File: src/rtl/arith_pkg.sv
`default_nettype none
// ============================================================================
// Module      : arith_pkg
// Description : Shared definitions for the arithmetic unit. It holds the
//               function-code constants and the divide-by-zero result policy.
//               Macro ARITH_DIV_EN enables the divider in arith_core.
// Revision    : 1.0  initial release
// ============================================================================
package arith_pkg;

    // Operation select codes on the func port
    localparam logic [1:0] FUNC_ADD = 2'b00;
    localparam logic [1:0] FUNC_SUB = 2'b01;
    localparam logic [1:0] FUNC_MUL = 2'b10;
    localparam logic [1:0] FUNC_DIV = 2'b11;

    // Divide by zero returns this bit replicated across the whole result,
    // which makes the result all ones and never X.
    localparam logic DIV_ZERO_FILL = 1'b1;

endpackage : arith_pkg
`default_nettype wire

File: src/rtl/arith_core.sv
`default_nettype none
// ============================================================================
// Module      : arith_core
// Description : Purely combinational unsigned datapath for add, subtract,
//               multiply and (optionally) divide.
//               Macro ARITH_DIV_EN: when defined, func=11 divides;
//               when undefined, no divider is built and func=11 yields zero.
// Ports       : a, b       - WIDTH-bit unsigned operands
//               func       - 2-bit operation select
//               next_out   - WIDTH-bit result (unregistered)
//               next_carry - carry of addition, zero for other operations
// Revision    : 1.0  initial release
// ============================================================================
module arith_core
    import arith_pkg::*;
#(
    parameter int WIDTH = 16
) (
    input  logic [WIDTH-1:0] a,
    input  logic [WIDTH-1:0] b,
    input  logic [1:0]       func,
    output logic [WIDTH-1:0] next_out,
    output logic             next_carry
);

    // Sum at WIDTH+1 bits so the carry falls out as the top bit
    logic [WIDTH:0] w_sum;

    assign w_sum = {1'b0, a} + {1'b0, b};

    always_comb begin
        next_out   = '0;
        next_carry = 1'b0;
        case (func)
            FUNC_ADD: {next_carry, next_out} = w_sum;
            // Operands and result share WIDTH, so subtraction wraps and
            // multiplication keeps only the low WIDTH bits.
            FUNC_SUB: next_out = a - b;
            FUNC_MUL: next_out = a * b;
            FUNC_DIV: begin
`ifdef ARITH_DIV_EN
                if (b == '0) begin
                    next_out = {WIDTH{DIV_ZERO_FILL}};
                end else begin
                    next_out = a / b;
                end
`else
                next_out = '0;
`endif
            end
            default: next_out = '0;
        endcase
    end

endmodule : arith_core
`default_nettype wire

File: src/rtl/arith_unit.sv
`default_nettype none
// ============================================================================
// Module      : arith_unit
// Description : Registered integer arithmetic unit of the ALU datapath.
//               Wraps arith_core with output registers; one cycle latency.
//               Macro ARITH_DIV_EN (see arith_core) enables division.
// Ports       : clk        - system clock, rising edge
//               rst        - synchronous active-high reset, clears outputs
//               a, b       - WIDTH-bit unsigned operands
//               func       - 00 add, 01 sub, 10 mul, 11 div
//               enable     - unit select; low forces zero outputs
//               arith_out  - registered result
//               carry_out  - registered carry of addition
//               arith_flag - registered "result owned by this unit"
// Revision    : 1.0  initial release
// ============================================================================
module arith_unit
    import arith_pkg::*;
#(
    parameter int WIDTH = 16
) (
    input  logic             clk,
    input  logic             rst,
    input  logic [WIDTH-1:0] a,
    input  logic [WIDTH-1:0] b,
    input  logic [1:0]       func,
    input  logic             enable,
    output logic [WIDTH-1:0] arith_out,
    output logic             carry_out,
    output logic             arith_flag
);

    logic [WIDTH-1:0] w_next_out;
    logic             w_next_carry;

    logic [WIDTH-1:0] r_out;
    logic             r_carry;
    logic             r_flag;

    arith_core #(
        .WIDTH      (WIDTH)
    ) u_core (
        .a          (a),
        .b          (b),
        .func       (func),
        .next_out   (w_next_out),
        .next_carry (w_next_carry)
    );

    // Disabled cycles clear the outputs rather than holding them, so the
    // ALU output mux never sees a stale result from this unit.
    always_ff @(posedge clk) begin
        if (rst) begin
            r_out   <= '0;
            r_carry <= 1'b0;
            r_flag  <= 1'b0;
        end else if (enable) begin
            r_out   <= w_next_out;
            r_carry <= w_next_carry;
            r_flag  <= 1'b1;
        end else begin
            r_out   <= '0;
            r_carry <= 1'b0;
            r_flag  <= 1'b0;
        end
    end

    assign arith_out  = r_out;
    assign carry_out  = r_carry;
    assign arith_flag = r_flag;

endmodule : arith_unit
`default_nettype wire

File: config.mk
export PLATFORM = sky130hd
export DESIGN_NAME = arith_unit
export DESIGN_NICKNAME = d
export VERILOG_FILES = /design/src/rtl/arith_pkg.sv /design/src/rtl/arith_core.sv /design/src/rtl/arith_unit.sv
export SDC_FILE = /design/constraint.sdc
export NUM_CORES = 1
export LEC_CHECK = 0
export ABC_AREA = 0
export CELL_PAD_IN_SITES_DETAIL_PLACEMENT = 1
export CELL_PAD_IN_SITES_GLOBAL_PLACEMENT = 2
export CORE_UTILIZATION = 35
export DETAILED_ROUTE_END_ITERATION = 16
export GPL_TIMING_DRIVEN = 0
export PLACE_DENSITY = 0.88
export SYNTH_ARGS = -nofsm -noshare
export SYNTH_HDL_FRONTEND = slang
export SYNTH_SLANG_ARGS = --single-unit
export TNS_END_PERCENT = 10
File: constraint.sdc
create_clock -name clk -period 17.2 [get_ports clk]
set_input_delay 3.44 -clock clk [delete_from_list [all_inputs] [get_ports clk]]
set_output_delay 3.44 -clock clk [all_outputs]
set_load 0.03 [all_outputs]
# Word-level counts from Yosys, hierarchy flattened
# Index checks and enable logic that the tools add are counted.
# classes
add_sub_neg	2
mux	2
bitwise	2
n_eq_ne	3
n_reduce_logical	3
multipliers	1
# op_table
operator	n
case mux 16 bit (4 select lines)	1
adder 16 x 16 -> 17 bit	1
multiplier 16 x 16 -> 16 bit	1
subtractor 16 bit	1
== test 2 bit (second input constant)	2
OR reduction 3 bit	1
== test 2 x 1 -> 1 bit (second input constant)	1
logical NOT 2 bit	1
inverter 1 bit	2
OR reduction 2 bit	1
two-way mux 1 bit	1
# word_totals
ff_bits	18
output_inout_bits	18

# Logic depth before layout (Yosys ltp)
# logic_depth
ltp_word	3
depth_mapped	22
ltp_nobuf	21

# Hierarchy
# Synthesis repeated with hierarchy kept, for this count alone.
# unflattened
cells_unflattened	747
area_unflattened_um2	6094.6
# by_module_without_submodules
mod	area_per_inst_um2	cells_each	seq_area_each_um2	instances
arith_core	5557.8	709	0.0	1
arith_unit	536.8	38	360.3	1

# Worst setup path after synthesis
# OpenSTA, ideal clock, no wires.
# synth_path
path_kind	input-to-reg
from	input b[4]
to	register r_out[14], in the netlist arith_out[14]
cell_stages	18
arrival_time_ns	8.081
path_buffers	1
path_slack_ns	8.995
cell_sequence	clkbuf_1 and2_1 fa_1 inv_1 fa_1 fa_1 fa_1 inv_1 fa_1 inv_1 fa_1 inv_1 ha_1 nand3_1 or4_1 a31oi_1 xnor2_1 o22ai_1
# synth_between
elab_chain_cells	2
word_cells_on_any_way	4
cone_classes	2 x add/sub; 1 x mul; 1 x mux
# synth_lines
element	line	source
start: declaration	arith_unit.sv:25	input logic [WIDTH-1:0] b,
multiplier 16 x 16 -> 16 bit (tied with other cells)	arith_core.sv:39	FUNC_MUL: next_out = a * b;
case mux 16 bit (4 select lines) *	arith_core.sv:34	case (func)
end signal: assignment	arith_unit.sv:58	r_out <= w_next_out;
end: declaration	arith_unit.sv:36	logic [WIDTH-1:0] r_out;
# Mark *: on every way between the ends. The rest lies on a longest branch, timed or not.
# A chain may end at the register's enable or synchronous reset.

# Worst setup path in the final report
# layout_path
from	input a[1]
to	register r_out[12], in the netlist arith_out[12]
# layout_between
elab_chain_cells	2
word_cells_on_any_way	4
cone_classes	2 x add/sub; 1 x mul; 1 x mux
# layout_lines
element	line	source
start: declaration	arith_unit.sv:24	input logic [WIDTH-1:0] a,
multiplier 16 x 16 -> 16 bit (tied with other cells)	arith_core.sv:39	
case mux 16 bit (4 select lines) *	arith_core.sv:34	
# Marked as above.

==> flow_summary.ini <==
[status]
status = completed

[synth]
synth-xor-area-share_pct = 7.09
synth_mux_area_share_pct = 0.528
synth_top_family_by_area = adder cells
syn_nets = 939
ys_ff_latch = 18
synthArstFlopShare_pct = 0
synth_cells = 740
syn_avg_cell_area_um2 = 8.01
synthesis.area_um2 = 5930
synth_flop_cell = dfxtp_1
synth_cell_types = 57
synth-edff-count = 0
ys_warn_count = 0
synthSimpleGateAreaFrac_pct = 18.3
synth_fa_ha_area_share_pct = 44.6
synth_compound_area_share_pct = 12.4
ys_seq_area_share_pct = 6.08

[global_routing]
track_usage_pct = 21.9
grt_max_degree = 12
grt_pass1_vias = 5457
antenna_found_initial = 1
grt_pass1_wl_um = 29500
overflow = 0

[die]
die_h_um = 132
ios = 55
start_util_pct = 35.7
die_area_um2 = 17500
fp-row-count = 47
die_w_um = 132
coreArea_um2 = 16600

[setup_path]
endpoint_kind = flop
path_class = in -> reg
cp-start-kind = input port
path_max_fanout = 10
critPathRequiredTime_ns = 17.32
cp.arrival_ns = 9.82

[timing]
timing.fmax_mhz = 103
rsz0062_at_grt = false
fin_crit_ns = 9.70
worst_pin_slew_ns = 0.695
maxSlewViolCount = 0
finalSetupViolations = 0
tns_ns = 0
relSlewSlack_pct = 53.6
hold_viol_final = 0
fin_crit_sh_pct = 56.4

[place]
placed_area_um2 = 6730
io_buffers = 53
dp.final_hpwl_um = 15400
dp_cells = 1013
place.gp.congestion = 0.880

[clock_tree]
ctsHoldBuffers = 0
clk_path_buf_depth = 2
cts_setup_buffers = 0
clock_sinks = 18
cts_tree = done
root_buffer = clkbuf_16
cts_resized = 0
cts_buffers = 3
htreeDepth = 1
clk_pin_slew_worst_paths_ns = 0.05

[finish]
n_antenna_cell = 0
final_util_pct = 41.1
drive_above_1_share_pct = 1.88
design_area_um2 = 6820
multiInputGateArea_um2 = 4910
fin_nets = 997
layout.filler_cells = 2053
register_area_um2 = 360
area_delta_synth_final_pct = 15.1
final_cell_count_no_fill = 1017

[power]
p_leak_nw = 3.26
p_per_area_nw_per_um2 = 139
max-vdd-ir-drop_mv = 0.105

[drt]
route.detailed.drc = 0
first_pass_iters = 5
wl_um = 18200
detail_route.vias_per_cell = 5.12
drt_iter0_drc = 235
dr_total_vias = 5209
wl_per_cell_um = 17.9
postRouteAntennaNets = 0

[flow_run]
max_cap_violations = 0

[worst_hold_path]
hold_end = arith_out[5]
whs_path_depth = 4
hp-start = func[0]
holdCritPathClass = in -> reg
worst max-delay path by stage:
stage / start / to / slack, ns
after global placement: a[1] / arith_out[12] / 7.26
after floorplan: b[4] / arith_out[14] / 9.00
after global routing: a[1] / arith_out[12] / 7.14
after detailed placement: a[1] / arith_out[12] / 7.19
final: a[1] / arith_out[12] / 7.50
after CTS: a[1] / arith_out[12] / 7.44
synth_stat cells, drive strengths merged (2+ instances only):
master | instances | area [um2]
o31ai | 2 | 15.0
a21o | 10 | 75.1
a41oi | 2 | 17.5
a21oi | 32 | 160
nand2b | 5 | 31.3
or4 | 2 | 18.8
o21a | 4 | 30.0
xnor2 | 36 | 315
nor4 | 2 | 12.5
or2 | 3 | 18.8
buf | 5 | 37.5
a211oi | 2 | 15.0
a2111oi | 2 | 17.5
a31oi | 9 | 56.3
o22ai | 5 | 31.3
ha | 80 | 1000
nor3 | 12 | 60.1
o21bai | 3 | 22.5
xor2 | 12 | 105
nor2 | 58 | 218
and2 | 49 | 307
nand3 | 6 | 30.0
o211ai | 6 | 50.1
nand2 | 77 | 289
nor2b | 6 | 37.5
o31a | 5 | 43.8
o21ai | 19 | 95.1
mux2i | 2 | 20.0
and3 | 3 | 18.8
clkbuf | 18 | 67.6
fa | 82 | 1640
dfxtp | 18 | 360
inv | 142 | 533
a22oi | 3 | 22.5
or3b | 2 | 17.5
cells in the final DEF (no fill, tap or decap), types with 2 or more instances in the layout:
master / Yosys / routed
inv_1: 142 / 142
fa_1: 82 / 82
ha_1: 80 / 80
nand2_1: 77 / 77
nor2_1: 58 / 58
clkdlybuf4s50_1: 0 / 53
and2_1: 49 / 49
xnor2_1: 36 / 36
a21oi_1: 32 / 32
o21ai_0: 19 / 19
clkbuf_1: 18 / 18
dfxtp_1: 18 / 18
xor2_1: 12 / 12
nor3_1: 12 / 12
a21o_1: 10 / 10
a31oi_1: 9 / 9
nor2b_1: 6 / 6
nand3_1: 6 / 6
nand2b_1: 5 / 5
o31a_1: 5 / 5
o211ai_1: 5 / 5
o22ai_1: 5 / 5
o21a_1: 4 / 4
buf_4: 3 / 3
o21bai_1: 3 / 3
a22oi_1: 3 / 3
and3_1: 3 / 3
clkbuf_16: 0 / 3
o31ai_1: 2 / 2
mux2i_1: 2 / 2
a41oi_1: 2 / 2
nor4_1: 2 / 2
or2_2: 2 / 2
a211oi_1: 2 / 2
a2111oi_0: 2 / 2
critical path, cell delays in order:
cell and delay (ns):
clkdlybuf4s50_1 0.92, clkinv_1 0.65, nor2_1 0.29, fa_1 0.47
fa_1 0.44, ha_1 0.21, fa_1 0.54, inv_1 0.06
fa_1 0.50, fa_1 0.54, inv_1 0.04, ha_1 0.24
a2111oi_0 0.50, or4_1 0.27, nand2_1 0.06, nor2_1 0.11
xor2_1 0.36, o22ai_1 0.14
cell families after synthesis:
family / Yosys count
AND/OR/NAND/NOR: 229
adder cells (fa/ha/maj): 162
buffers and inverters: 167
AO/OA/AOI/OAI: 113
flip-flops: 18
multiplexers: 3
XOR/XNOR: 48
report_power, final:
group	internal, W	leakage, nW	switching [W]
clock network	0.0000354	0.0442	0.0000164
logic	0.000345	3.07	0.000502
registers	0.0000489	0.147	0.00000165
total	0.000429	3.26	0.000520
per-stage QoR:
| stage | power [W] | worst slack [ns] | hold slack (ns) |
|---|---|---|---|
| 2_1_floorplan | 0.000637 | 9.00 | 3.64 |
| 3_3_place_gp | 0.000896 | 7.26 | 4.03 |
| 3_5_place_dp | 0.000918 | 7.19 | 4.03 |
| 4_1_cts | 0.000975 | 7.44 | 3.78 |
| 5_1_grt | 0.00105 | 7.14 | 3.81 |
| 6_report | 0.000949 | 7.50 | 3.78 |
layout make-up:
cell class,count,share of cell area (%)
plain buffers,24,1.69
multi-input cells,555,72.0
flip-flops and latches,18,5.28
inverters,143,7.87
well taps,220,4.04
repair buffers,53,7.78
clock buffers,4,1.30
flip-flops by register name, indices dropped and copies added (netlist names):
| register | flops |
|---|---|
| arith_out | 16 |
| arith_flag | 1 |
| carry_out | 1 |
layer usage:
| layer | wire length [um] | up-vias | GRT usage, % |
|---|---|---|---|
| met4 | 421 | 0 | 5.23 |
| met3 | 638 | 18 | 1.92 |
| li1 | - | 2449 | - |
| met2 | 8830 | 115 | 37.5 |
| met5 | 0 | - | 0 |
| met1 | 8280 | 2627 | 29.9 |
No activity file was read; power rests on OpenSTA's default activity.
